<file path="config.mk">
export PLATFORM = sky130hd
export DESIGN_NAME = qcw_burst_ctrl
export DESIGN_NICKNAME = d
export VERILOG_FILES = /design/src/rtl/qcw_burst_ctrl.sv
export SDC_FILE = /design/constraint.sdc
export NUM_CORES = 1
export LEC_CHECK = 0
export ABC_AREA = 1
export CORE_UTILIZATION = 35
export CTS_BUF_LIST = sky130_fd_sc_hd__clkbuf_4 sky130_fd_sc_hd__clkbuf_8
export DETAILED_ROUTE_END_ITERATION = 10
export PLACE_DENSITY_LB_ADDON = 0.3
export SYNTH_ARGS = -nofsm -noshare
export SYNTH_HDL_FRONTEND = slang
export SYNTH_SLANG_ARGS = --single-unit
export TNS_END_PERCENT = 100
</file>
<file path="constraint.sdc">
create_clock -name clk -period 3.7 [get_ports clk]
set_clock_uncertainty 0.2 [all_clocks]
set_input_delay 0.37 -clock clk [delete_from_list [all_inputs] [get_ports clk]]
set_output_delay 0.37 -clock clk [all_outputs]
set_load 0.02 [all_outputs]
</file>
<file path="src/rtl/qcw_burst_ctrl.sv">
// ---------------------------------------------------------------------------
// qcw_burst_ctrl
//
// Sequences a single QCW burst around the overcurrent detector (OCD).
// Each burst runs these steps in order:
//   1. Clear and arm the OCD.
//   2. Wait for the OCD filter to settle.
//   3. Ramp the bridge power setpoint with a Bresenham accumulator.
//   4. Abort early on an OCD halt or an external abort.
//   5. Capture the burst peak current.
//   6. Enforce a cooldown dead time before the next burst is accepted.
//
// Build option:
//   QCW_FAULT_LATCH_EN  when defined, TRIP_LIMIT consecutive OCD-ended bursts
//                       latch the FAULT state until fault_clr. When undefined,
//                       FAULT is unreachable and locked stays 0.
//
// Ports:
//   clk, rst          clock; asynchronous active-high reset
//   trigger           burst request (a rising edge starts a burst)
//   abort             synchronous stop request
//   fault_clr         leaves the FAULT state
//   ocd_halt          OCD overcurrent flag
//   ocd_current_max   OCD running peak current
//   ocd_start         one-cycle pulse clearing the OCD peak
//   ocd_enable        OCD enable during ARM and RAMP
//   bridge_en         bridge gate drive enable (RAMP only)
//   power_level       ramp setpoint
//   busy              high whenever the FSM is not IDLE
//   last_peak         peak current of the last burst
//   peak_valid        one-cycle pulse when last_peak updates
//   ocd_trip          last burst was ended by the OCD
//   trip_count        consecutive OCD-ended bursts (saturating)
//   locked            high in the FAULT state
// ---------------------------------------------------------------------------
module qcw_burst_ctrl #(
    parameter int ARM_CYCLES      = 4,
    parameter int RAMP_CYCLES     = 2000,
    parameter int POWER_MAX       = 1023,
    parameter int COOLDOWN_CYCLES = 100000,
    parameter int TRIP_LIMIT      = 3
) (
    input  logic       clk,
    input  logic       rst,
    input  logic       trigger,
    input  logic       abort,
    input  logic       fault_clr,
    input  logic       ocd_halt,
    input  logic [9:0] ocd_current_max,
    output logic       ocd_start,
    output logic       ocd_enable,
    output logic       bridge_en,
    output logic [9:0] power_level,
    output logic       busy,
    output logic [9:0] last_peak,
    output logic       peak_valid,
    output logic       ocd_trip,
    output logic [3:0] trip_count,
    output logic       locked
);

`ifdef QCW_FAULT_LATCH_EN
    localparam bit FAULT_LATCH = 1'b1;
`else
    localparam bit FAULT_LATCH = 1'b0;
`endif

    localparam int CNT_MAX0 = (ARM_CYCLES > RAMP_CYCLES) ? ARM_CYCLES : RAMP_CYCLES;
    localparam int CNT_MAX  = (CNT_MAX0 > COOLDOWN_CYCLES) ? CNT_MAX0 : COOLDOWN_CYCLES;
    localparam int CNT_W    = $clog2(CNT_MAX + 1);

    // The per-cycle increment POWER_MAX/RAMP_CYCLES is split into an integer
    // part and a remainder at elaboration time. The accumulator then only
    // handles the remainder, so at most one extra step is needed per cycle
    // and no hardware divider is required.
    localparam int STEP_Q = POWER_MAX / RAMP_CYCLES;
    localparam int STEP_R = POWER_MAX % RAMP_CYCLES;
    localparam int ACC_W  = $clog2(2 * RAMP_CYCLES + 1);

    typedef enum logic [2:0] {
        S_IDLE,
        S_ARM,
        S_RAMP,
        S_COOLDOWN,
        S_FAULT
    } state_t;

    state_t             state, next_state;
    logic [CNT_W-1:0]   cnt, cnt_d;
    logic [ACC_W-1:0]   acc, acc_d;
    logic               trig_prev;

    logic               trig_rise;
    logic               arm_last, ramp_last, cool_last, fault_entry;

    logic               ocd_start_d, ocd_enable_d, bridge_en_d, busy_d;
    logic               peak_valid_d, ocd_trip_d, locked_d;
    logic [9:0]         power_level_d, last_peak_d;
    logic [3:0]         trip_count_d;

    logic [ACC_W-1:0]   acc_sum;
    logic               acc_carry;
    logic [10:0]        pwr_sum;

    assign trig_rise   = trigger & ~trig_prev;
    assign arm_last    = (cnt == CNT_W'(ARM_CYCLES - 1));
    assign ramp_last   = (cnt == CNT_W'(RAMP_CYCLES - 1));
    assign cool_last   = (cnt == CNT_W'(COOLDOWN_CYCLES - 1));
    assign fault_entry = FAULT_LATCH && (trip_count >= 4'(TRIP_LIMIT));

    // State and all outputs are registered together. The trigger history is
    // tracked in every state, so a trigger held high across a burst never
    // looks like a fresh edge once the FSM returns to IDLE.
    always_ff @(posedge clk or posedge rst) begin
        if (rst) begin
            state       <= S_IDLE;
            cnt         <= '0;
            acc         <= '0;
            trig_prev   <= 1'b0;
            ocd_start   <= 1'b0;
            ocd_enable  <= 1'b0;
            bridge_en   <= 1'b0;
            power_level <= '0;
            busy        <= 1'b0;
            last_peak   <= '0;
            peak_valid  <= 1'b0;
            ocd_trip    <= 1'b0;
            trip_count  <= '0;
            locked      <= 1'b0;
        end else begin
            state       <= next_state;
            cnt         <= cnt_d;
            acc         <= acc_d;
            trig_prev   <= trigger;
            ocd_start   <= ocd_start_d;
            ocd_enable  <= ocd_enable_d;
            bridge_en   <= bridge_en_d;
            power_level <= power_level_d;
            busy        <= busy_d;
            last_peak   <= last_peak_d;
            peak_valid  <= peak_valid_d;
            ocd_trip    <= ocd_trip_d;
            trip_count  <= trip_count_d;
            locked      <= locked_d;
        end
    end

    // Next-state logic. In ARM and RAMP the priority is:
    // OCD halt, then abort, then ramp completion.
    // Halt and abort both lead to COOLDOWN; they differ only in bookkeeping.
    always_comb begin
        next_state = state;
        case (state)
            S_IDLE:     if (trig_rise) next_state = S_ARM;
            S_ARM: begin
                if (ocd_halt || abort) next_state = S_COOLDOWN;
                else if (arm_last)     next_state = S_RAMP;
            end
            S_RAMP:     if (ocd_halt || abort || ramp_last) next_state = S_COOLDOWN;
            S_COOLDOWN: if (cool_last) next_state = fault_entry ? S_FAULT : S_IDLE;
            S_FAULT:    if (fault_clr) next_state = S_IDLE;
            default:    next_state = S_IDLE;
        endcase
    end

    // Output logic. This computes the value every register takes at the next
    // edge, keyed on the transition being made, so each output changes in
    // the same cycle as the state it belongs to.
    always_comb begin
        acc_sum   = acc + ACC_W'(STEP_R);
        acc_carry = (acc_sum >= ACC_W'(RAMP_CYCLES));
        pwr_sum   = {1'b0, power_level} + 11'(STEP_Q) + {10'd0, acc_carry};

        ocd_start_d   = 1'b0;
        ocd_enable_d  = (next_state == S_ARM) || (next_state == S_RAMP);
        bridge_en_d   = (next_state == S_RAMP);
        busy_d        = (next_state != S_IDLE);
        locked_d      = FAULT_LATCH && (next_state == S_FAULT);
        power_level_d = '0;
        acc_d         = '0;
        last_peak_d   = last_peak;
        peak_valid_d  = 1'b0;
        ocd_trip_d    = ocd_trip;
        trip_count_d  = trip_count;

        if ((next_state == state) &&
            (state == S_ARM || state == S_RAMP || state == S_COOLDOWN))
            cnt_d = cnt + CNT_W'(1);
        else
            cnt_d = '0;

        if (state == S_IDLE && next_state == S_ARM) begin
            ocd_start_d = 1'b1;
            ocd_trip_d  = 1'b0;
        end

        // ARM leaves power and the accumulator at zero, so the first RAMP
        // cycle already shows one step. The last RAMP cycle then lands
        // exactly on POWER_MAX.
        if (next_state == S_RAMP) begin
            acc_d         = acc_carry ? (acc_sum - ACC_W'(RAMP_CYCLES)) : acc_sum;
            power_level_d = (pwr_sum > 11'(POWER_MAX)) ? 10'(POWER_MAX) : pwr_sum[9:0];
        end

        if (next_state == S_COOLDOWN && state != S_COOLDOWN) begin
            last_peak_d  = ocd_current_max;
            peak_valid_d = 1'b1;
            if (ocd_halt) begin
                ocd_trip_d   = 1'b1;
                trip_count_d = (trip_count == 4'hF) ? 4'hF : trip_count + 4'd1;
            end else begin
                trip_count_d = '0;
            end
        end

        if (state == S_FAULT && next_state == S_IDLE)
            trip_count_d = '0;
    end

endmodule

</file>
==> results of run 1 <==
## registers in the layout (all words and copies together), names as in the netlist
name / count
acc: 12
bridge_en: 1
busy: 1
cnt: 17
last_peak: 10
ocd_enable: 1
ocd_start: 1
ocd_trip: 1
peak_valid: 1
power_level: 10
state: 3
trig_prev: 1
trip_count: 4
## layer usage
layer	share of wire	track usage	vias to the layer above	wire length, um
li1	-	-	1480	-
met1	0.49	0.2020	1316	3523
met2	0.45	0.2374	47	3215
met3	0.029	0.02644	14	205
met4	0.027	0.08462	0	192
met5	0	0	-	0
## power breakdown
| group | leakage, nW | switching, mW | internal (mW) |
|---|---|---|---|
| sequential | 0.835 | 0.117 | 0.843 |
| combinational | 1.08 | 1.06 | 0.583 |
| clock | 0.105 | 0.249 | 0.341 |
| total | 2.02 | 1.42 | 1.77 |
## final timing paths
| check | end | slack (ns) | cells after the start |
|---|---|---|---|
| worst max-delay path | power_level[4] | 0.30 | 19 |
| worst min-delay path | ocd_start | 0.24 | 1 |
| worst max register to register | power_level[4] | 0.30 | 19 |
| worst min register to register | ocd_start | 0.24 | 1 |
| max in group asynchronous | trip_count[2] | 2.38 | 3 |
| min in group asynchronous | cnt[14] | 0.40 | 3 |
## through the flow
stage               area [um^2]  total power, mW    util  TNS [ns]
floorplan                  3547            2.241       -         0
global placement           4109            2.599  0.4185         0
detailed placement         4109            2.613  0.4185         0
CTS                        4305            3.223  0.4385         0
global route               4345            3.473  0.4425   -0.1264
finish                     4345            3.191  0.4425         0
## cells in the final DEF, fill, tap and decap left out, types with 4 or more instances in the layout
master,netlist,final
nor3_1,5,5
nand2_4,4,4
nand2_2,11,11
a21oi_1,13,11
nor2_2,11,11
nand2_1,121,121
dfrtp_1,63,63
xor2_1,19,19
nor2_1,61,59
clkbuf_8,0,11
xnor2_1,5,5
inv_1,47,46
nand3_1,33,32
o21ai_0,7,7
nand4_1,5,5
clkdlybuf4s50_1,0,45
ha_1,8,6
nor2_4,4,6
## repair_timing
item,4_1_cts,5_1_grt
setup buffers,0,0
gates resized for setup,0,10
setup endpoints to repair,0,10
## cells by family (layout without fill, tap and decap cells)
kind of cell,after synthesis,after routing,synth area share
other,1,1,0.001057
AND/OR/NAND/NOR,267,267,0.3489
flip-flops,63,63,0.4444
buffers and inverters,56,111,0.07196
AO/OA/AOI/OAI,23,23,0.03704
adder cells (fa/ha/maj),8,8,0.02822
XOR/XNOR,26,26,0.06843
## worst max-delay path, delay by kind of cell, from the launching register on
family	cells	cell delay, ns
buffers and inverters	1	0.05
adder cells (fa/ha/maj)	3	0.54
flip-flops	1	0.44
AO/OA/AOI/OAI	3	0.57
AND/OR/NAND/NOR	12	1.51
## cell type report
type	count	area [um^2]
multi-input combinational	325	1755
clock inverter	4	45.04
clock buffer	11	151.4
fill	1013	5474
tap	133	166.4
timing repair buffer	46	457.9
inverter	50	192.7
sequential	63	1577
==> results.tsv, run 1 <==
stage	metric	value	unit
setup_path	CP max stage cell	dfrtp_1	
synth	most frequent cells after synthesis	nand2_1, dfrtp_1, nor2_1, inv_1, nand3_1	
detailed_routing	drt initial violations	94	
setup_path	CP max stage delay	0.44	ns
sta	Hold Vio Cnt, Final	0	
setup_path	Worst EP arrival	3.45	ns
global_routing	GR Overflow Total	0	
synth	Synth area leaders	dfrtp_1, nand2_1, nor2_1, inv_1, xor2_1	
run_status	status	complete, no violations	
setup_path	crit-path cells	nor2_2 -> nand2_2 -> o21ai_0 -> and2_1 -> ha_1 -> nand3_1 -> nor2_1 -> inv_1 -> a21oi_2 -> nand2_4 -> nand2_4 -> ha_2 -> ha_1 -> nand2_1 -> nor2_4 -> nand4_1 -> nor2_4 -> nand3_4 -> a21oi_1	
synth	ys flop type	dfrtp_1	
placement	Placed Cells	617	
synth	syn_nets	468	
floorplanning	Die Y	102.7	um
final_layout	Antenna Cells	0	
clock_tree	CTS H-tree lvls	3	
sta	Period minus WS final	3.403	ns
final_layout	Non-Filler Instances	632	
sta	Final period util	0.9198	
synth	ys async rst share	1.000	
placement	pre-CTS setup slack	0.04009	ns
synth	Synth top area share	0.4444	
clock_tree	clk_lat worst skew	0.33	ns
detailed_routing	post-DR vias/cell	4.521	
synth	count leader, synth	nand2_1	
global_routing	initial antenna violation count	0	
setup_path	Crit. Startpoint	acc[2]	
min_path	worst hold path type	register to register	
setup_path	CP max FO	9	
clock_tree	Reg clk slew, reported paths	0.07	ns
sta	PnR worst setup slack	0.2966	ns
setup_path	startpoint class of the critical path	register	
clock_tree	CTS buffer count	9	
synth	Mapped Area	3547	um^2
power_and_ir_drop	Cell Pwr Density	734.4	nW/um^2
global_routing	first-pass GRT wire length	12.45	mm
clock_tree	CTS tree	built	
synth	Post-Syn Instances	444	
floorplanning	area of the die	10540	um^2
global_routing	Total GRT Usage	0.1527	
floorplanning	Ports	47	
clock_tree	clk buf depth	2	
setup_path	CP required	3.74	ns
clock_tree	Root Buffer	clkbuf_8	
clock_tree	hold buffers post-CTS	0	
sta	max-slew violations	0	
detailed_routing	drc violations	0	
global_routing	pin count of the biggest net entering global routing	64	
sta	Fin Hold WS	0.2450	ns
floorplanning	# rows	36	
synth	Avg Inst Size Synth	7.989	um^2
detailed_routing	TritonRoute pass-1 iters	4	
setup_path	R2R Path Start	acc[2]	
clock_tree	CTS Sinks	63	
detailed_routing	DRT Wirelength	7.137	mm
synth	YS warnings	0	
synth	register area share after synthesis	0.4444	
sta	measured slew at the worst slew-check pin	0.7988	ns
synth	Synth cell types	35	
sta	Max Clk Rate	293.8	MHz
sta	Final setup viols	0	
power_and_ir_drop	leak pwr	2.023	nW
detailed_routing	Via Count	2857	
final_layout	Nets	519	
power_and_ir_drop	Worst VDD drop	0.3508	mV
global_routing	vias in the first global route	2780	
synth	Synth area leader	dfrtp_1	
placement	Final HPWL DP	5.232	mm
sta	Rel. slew slack	0.4674	
detailed_routing	drt wl/cell	11.29	um
detailed_routing	ANT nets after route	0	
placement	RePlAce Congestion	0.8499	
setup_path	Setup CP Type	register to register	
floorplanning	CORE AREA	9819	um^2
synth	Post-synth EDFFs	0	
synth	synthesized flop and latch total	63	
job	total of max-cap violations	0	
final_layout	Synth-to-Final Area Change	22.50	%
setup_path	Worst setup EP type	register	
min_path	hold path startpoint	trig_prev	
final_layout	layout cells sized above 1	0.1323	
placement	Port Buffers	45	
floorplanning	Starting Density	0.3612	
floorplanning	die width	102.7	um
(Power assumes the default switching activity.)
==> run 2: changes to the inputs <==
- SKIP_CTS_REPAIR_TIMING: default -> 1
==> results of run 2 <==
Same layout as run 1: the final DEF is identical, and so are final timing and power.
